**src/rtl/core_mem_arbiter.sv**
```systemverilog
// core_mem_arbiter
//
// Shares one external memory port between the core's instruction-fetch
// (imem) and load/store (dmem) request/grant interfaces. Routing is purely
// combinational; a registered owner lock keeps the shared-port payload
// stable from the first mem_req cycle until mem_gnt. dmem normally wins a
// contested cycle, but after STARVE_MAX consecutive contested dmem grants
// imem is forced through.
//
// Ports:
//   g_clk, g_resetn          clock, asynchronous active-low reset
//   imem_* / dmem_* (in)     req, addr, wen, strb, wdata from each requester
//   imem_* / dmem_* (out)    gnt, err, rdata back to each requester
//   mem_* (out)              req, addr, wen, strb, wdata to the shared port
//   mem_* (in)               gnt, err, rdata from the shared port
//   starve_cnt               contested-dmem-grant count (observability)

module core_mem_arbiter #(
  parameter int MEM_ADDR_W = 64,
  parameter int MEM_DATA_W = 64,
  parameter int MEM_STRB_W = 8,
  parameter int STARVE_MAX = 4
) (
  input  logic                  g_clk,
  input  logic                  g_resetn,

  input  logic                  imem_req,
  input  logic [MEM_ADDR_W-1:0] imem_addr,
  input  logic                  imem_wen,
  input  logic [MEM_STRB_W-1:0] imem_strb,
  input  logic [MEM_DATA_W-1:0] imem_wdata,
  output logic                  imem_gnt,
  output logic                  imem_err,
  output logic [MEM_DATA_W-1:0] imem_rdata,

  input  logic                  dmem_req,
  input  logic [MEM_ADDR_W-1:0] dmem_addr,
  input  logic                  dmem_wen,
  input  logic [MEM_STRB_W-1:0] dmem_strb,
  input  logic [MEM_DATA_W-1:0] dmem_wdata,
  output logic                  dmem_gnt,
  output logic                  dmem_err,
  output logic [MEM_DATA_W-1:0] dmem_rdata,

  output logic                  mem_req,
  output logic [MEM_ADDR_W-1:0] mem_addr,
  output logic                  mem_wen,
  output logic [MEM_STRB_W-1:0] mem_strb,
  output logic [MEM_DATA_W-1:0] mem_wdata,
  input  logic                  mem_gnt,
  input  logic                  mem_err,
  input  logic [MEM_DATA_W-1:0] mem_rdata,

  output logic [3:0]            starve_cnt
);

  localparam logic [3:0] StarveLimit = 4'(STARVE_MAX);

  typedef enum logic [1:0] {
    OWN_NONE = 2'd0,
    OWN_IMEM = 2'd1,
    OWN_DMEM = 2'd2
  } owner_e;

  owner_e     owner_q, owner_d;
  owner_e     sel;
  logic       sel_req;
  logic [3:0] starve_q, starve_d;

  // Requester selection. A held lock wins outright; otherwise dmem has
  // priority unless imem has been starved long enough. Nothing is selected
  // while reset is asserted so no grant can leak out during reset.
  always_comb begin
    sel = OWN_NONE;
    if (!g_resetn) begin
      sel = OWN_NONE;
    end else if (owner_q != OWN_NONE) begin
      sel = owner_q;
    end else if (imem_req && dmem_req) begin
      sel = (starve_q < StarveLimit) ? OWN_DMEM : OWN_IMEM;
    end else if (imem_req) begin
      sel = OWN_IMEM;
    end else if (dmem_req) begin
      sel = OWN_DMEM;
    end
  end

  // Shared-port payload mux; all zero when nobody is selected.
  always_comb begin
    sel_req   = 1'b0;
    mem_addr  = '0;
    mem_wen   = 1'b0;
    mem_strb  = '0;
    mem_wdata = '0;
    case (sel)
      OWN_IMEM: begin
        sel_req   = imem_req;
        mem_addr  = imem_addr;
        mem_wen   = imem_wen;
        mem_strb  = imem_strb;
        mem_wdata = imem_wdata;
      end
      OWN_DMEM: begin
        sel_req   = dmem_req;
        mem_addr  = dmem_addr;
        mem_wen   = dmem_wen;
        mem_strb  = dmem_strb;
        mem_wdata = dmem_wdata;
      end
      default: begin
        sel_req = 1'b0;
      end
    endcase
  end

  assign mem_req = sel_req;

  // Grants are also qualified by the selected request so that an owner
  // which drops its request before completion never sees a grant.
  assign imem_gnt   = mem_gnt & sel_req & (sel == OWN_IMEM);
  assign dmem_gnt   = mem_gnt & sel_req & (sel == OWN_DMEM);
  assign imem_err   = mem_err & imem_gnt;
  assign dmem_err   = mem_err & dmem_gnt;
  assign imem_rdata = mem_rdata;
  assign dmem_rdata = mem_rdata;
  assign starve_cnt = starve_q;

  // Lock is only taken when a request waits; a same-cycle grant leaves the
  // port free. A held lock is released on grant or on request withdrawal.
  always_comb begin
    owner_d = owner_q;
    if (owner_q == OWN_NONE) begin
      if (sel != OWN_NONE && sel_req && !mem_gnt) begin
        owner_d = sel;
      end
    end else if (mem_gnt || !sel_req) begin
      owner_d = OWN_NONE;
    end
  end

  // Count contested dmem grants, saturating at 15; any imem grant clears.
  always_comb begin
    starve_d = starve_q;
    if (dmem_gnt && imem_req) begin
      if (starve_q != 4'hF) begin
        starve_d = starve_q + 4'd1;
      end
    end else if (imem_gnt) begin
      starve_d = 4'd0;
    end
  end

  always_ff @(posedge g_clk or negedge g_resetn) begin
    if (!g_resetn) begin
      owner_q  <= OWN_NONE;
      starve_q <= 4'd0;
    end else begin
      owner_q  <= owner_d;
      starve_q <= starve_d;
    end
  end

endmodule

```
**config.mk**
```make
export PLATFORM = sky130hd
export DESIGN_NAME = core_mem_arbiter
export DESIGN_NICKNAME = d
export VERILOG_FILES = /design/src/rtl/core_mem_arbiter.sv
export SDC_FILE = /design/constraint.sdc
export NUM_CORES = 1
export LEC_CHECK = 0
export CAP_MARGIN = 15
export CORE_AREA = 5 5 236 238
export CTS_BUF_LIST = sky130_fd_sc_hd__clkbuf_8
export DETAILED_ROUTE_END_ITERATION = 8
export DIE_AREA = 0 0 241 243
export GPL_TIMING_DRIVEN = 0
export SETUP_SLACK_MARGIN = 0.4
export SLEW_MARGIN = 20
export SYNTH_ARGS = -nofsm -noshare
export SYNTH_HDL_FRONTEND = slang
export SYNTH_SLANG_ARGS = --single-unit
```
**constraint.sdc**
```tcl
create_clock -name g_clk -period 3.4 [get_ports g_clk]
set_input_delay 0.34 -clock g_clk [delete_from_list [all_inputs] [get_ports g_clk]]
set_output_delay 0.34 -clock g_clk [all_outputs]
set_load 0.02 [all_outputs]
```
==> flow_summary.toml, run 1 <==
[run_status]
status = "finished clean"

[cts]
cts_tree = "yes"
htree_levels = 1
insertion_delay_ns = 0.22
cts_buffers = 3
clockBufferDepth = 2
path_clk_slew_ns = 0.04
root_buffer = "clkbuf_8"
clock_sinks = 6

[floorplan]
die_x_um = 241
io_pins = 618
rows = 85
die_h_um = 243
core-area_mm2 = 0.05339
initial_core_util_pct = 6.060
die_area_mm2 = 0.05856

[timing]
hold_ws_ns = 0.1787
setup_violations = 0
fin_worst_skew_ns = 0.0004910
max_freq_mhz = 339.9
timing.slew.headroom_pct = 68.71
layout_setup_ws_ns = 0.4579
rsz0062_at_grt = "yes"
post-route-min-period_ns = 2.942
hold_viol = 0
fin_crit_sh_pct = 86.53
finalMaxSlewViolations = 0
worst_slew_pin_slew_ns = 0.4694

[synthesis]
synth_warnings = 0
synthTopCellsByArea = "a22oi_1 32%, buf_4 30%, nor2_1 16%"
syn_nets = 859
ys_types = 30
ys_seq_area_share_pct = 4.640
syn_area_mm2 = 0.003236
synthArstFlopShare_pct = 100.0
synth.largest_area_cell = "a22oi_1"
synth_most_common_cell = "nor2_1"
synth-edff-count = 0
netlist_top_cells_count = "140 x nor2_1, 138 x a22oi_1, 128 x buf_4"
synth_flop_cell = "dfrtp_1"
synth.avg_cell_area_um2 = 6.332
synth_seq_cells = 6
synth_top_area_share_pct = 32.02
synthCells = 511

[finish]
fillers = 6070
layout.nets = 1429
multi_input_area_mm2 = 0.002128
fin_cells = 1779
syn2layout_area_growth_pct = 206.7
seqCellArea_um2 = 152.6
drive_above_1_share_pct = 35.40

[route]
wl_met3_mm = 3.493
wl_met1_mm = 12.81
wl_mm = 34.40
drt_iter0_drc = 197
wl_per_cell_um = 19.33
top_layer = "met4"
vias = 6140
first_pass_iters = 4
wl_met2_mm = 17.38
postRouteAntennaNets = 0
drc = 0
viasPerCell = 3.451

[placement]
placed_cells = 1760
post-place-ws_ns = -1.259
portBuffers = 553
gp_congestion = 0.8621
dp_hpwl_mm = 29.35

[setup_path]
crit_path_start_kind = "flop"
path_max_fanout = 10
worst_ep_arrival_time_ns = 2.60
cp.required_ns = 3.06
setup.worst_path.end_class = "output port"
critPathKind = "flop to output port"

[job]
cap_violations = 0

[worst_hold_path]
hold_class = "input pin to async pin"

[grt]
grt_max_degree = 12
grt_usage_pct = 10.25
grt_pass1_vias = 6543
grt_pass1_wl_mm = 44.35
grt_overflow_total = 0
antenna_found_initial = 5

[power]
p_per_area_mw_per_mm2 = 188.6
peakVddDrop_mv = 0.09102
power_leakage_nw = 4.044
power_w = 0.001872
-- routing by layer --
metal  track usage (%)  up-vias
met3             2.827       30
met5                 0        -
met2             19.32      452
met4             1.842        0
met1             11.52     2824
li1                  -     2834
-- flip-flops by register name, indices dropped and copies added (netlist names) --
register    cells
owner_q         2
starve_cnt      4
-- cells by family after synthesis --
group | count (synthesis) | synth area share (%)
buffers and inverters | 181 | 37.08
and+or+nand+nor | 164 | 21.00
adders and majority gates | 4 | 1.547
DFF | 6 | 4.640
AOI/OAI and AO/OA | 156 | 35.73
-- path summary, 6_finish.rpt --
path	end	cells past startpoint	slack, ns	start
setup / recovery	mem_wdata[21]	10	0.46	starve_cnt[2]$_DFFE_PN0P_
hold / removal	owner_q[0]$_DFFE_PN0P_	1	0.18	g_resetn
setup reg to reg	starve_cnt[2]$_DFFE_PN0P_	9	0.92	starve_cnt[2]$_DFFE_PN0P_
hold reg to reg	starve_cnt[1]$_DFFE_PN0P_	2	0.64	starve_cnt[1]$_DFFE_PN0P_
max in group asynchronous	starve_cnt[2]$_DFFE_PN0P_	1	2.87	g_resetn
min in group g_clk	starve_cnt[1]$_DFFE_PN0P_	2	0.64	starve_cnt[1]$_DFFE_PN0P_
-- report_power, final --
group | internal, W | leakage (nW) | switching [W]
registers | 0.0000885 | 0.0758 | 0.0000209
logic | 0.000870 | 3.95 | 0.000786
clock network | 0.0000760 | 0.0216 | 0.0000303
-- worst max-delay path, cell delays in order (launching register included) --
cell and delay (ns):
dfrtp_2 0.40, or4b_4 0.52, and2_4 0.18, o21a_1 0.12, ha_4 0.17, buf_12 0.15, buf_12 0.14, buf_8 0.15
a22oi_2 0.29, nor2_1 0.07, buf_4 0.16
-- cell usage in the layout, fill, tap and decap left out, types with 2 or more instances in the layout --
cell type	netlist	layout
a211oi_1	2	2
a21oi_1	2	2
a22oi_1	138	111
a22oi_2	0	27
a31oi_1	2	2
a41oi_1	2	2
and2_1	3	2
and3_1	2	2
buf_12	0	5
buf_16	0	4
buf_2	32	99
buf_4	128	171
buf_6	0	12
buf_8	0	6
clkbuf_16	0	5
clkbuf_2	0	8
clkbuf_4	0	5
clkbuf_8	0	8
clkdlybuf4s15_1	0	3
clkdlybuf4s15_2	0	4
clkdlybuf4s50_1	0	408
dfrtp_1	6	4
dfrtp_2	0	2
diode_2	0	4
dlygate4sd2_1	0	7
ha_1	4	2
inv_1	4	4
nand2_1	3	3
nand3b_1	2	2
nand4_1	4	4
nor2_1	140	121
nor2_2	0	12
nor2_4	0	7
nor4_1	4	4
o21a_1	3	3
o21ai_0	4	2
-- cell type report --
| type | instances | share of cell area, % |
|---|---|---|
| sequential | 6 | 1.538 |
| clock buffer | 3 | 0.4160 |
| buffer | 177 | 15.67 |
| inverter | 4 | 0.1513 |
| timing repair buffer | 565 | 51.90 |
| antenna | 4 | 0.1009 |
| multi-input combinational | 324 | 21.44 |
| tap | 696 | 8.775 |
-- stage by stage --
| stage | setup TNS [ns] | utilization, % | area (µm²) |
|---|---|---|---|
| after CTS | 0 | 18.35 | 9797 |
| final | 0 | 18.59 | 9925 |
| after global routing | 0 | 18.58 | 9917 |
| after detailed placement | -139.96 | 18.06 | 9642 |
| after global placement | -133.61 | 18.06 | 9642 |
| after floorplan | 0 | - | 3236 |
-- timing repair --
item                       in CTS  in global routing
pin swaps                       9                 10
setup endpoints to repair     142                 95
gates cloned                    2                  4
buffers inserted                5                  1
hold buffers                    0                  0
gates resized for setup       680                 88
No activity file was read; power rests on OpenSTA's default activity.
==> run 2, diff against run 1 <==
GPL_ROUTABILITY_DRIVEN = 0   (was unset)
==> results of run 2 <==
Final layout, timing and power as in run 1 (identical DEF).
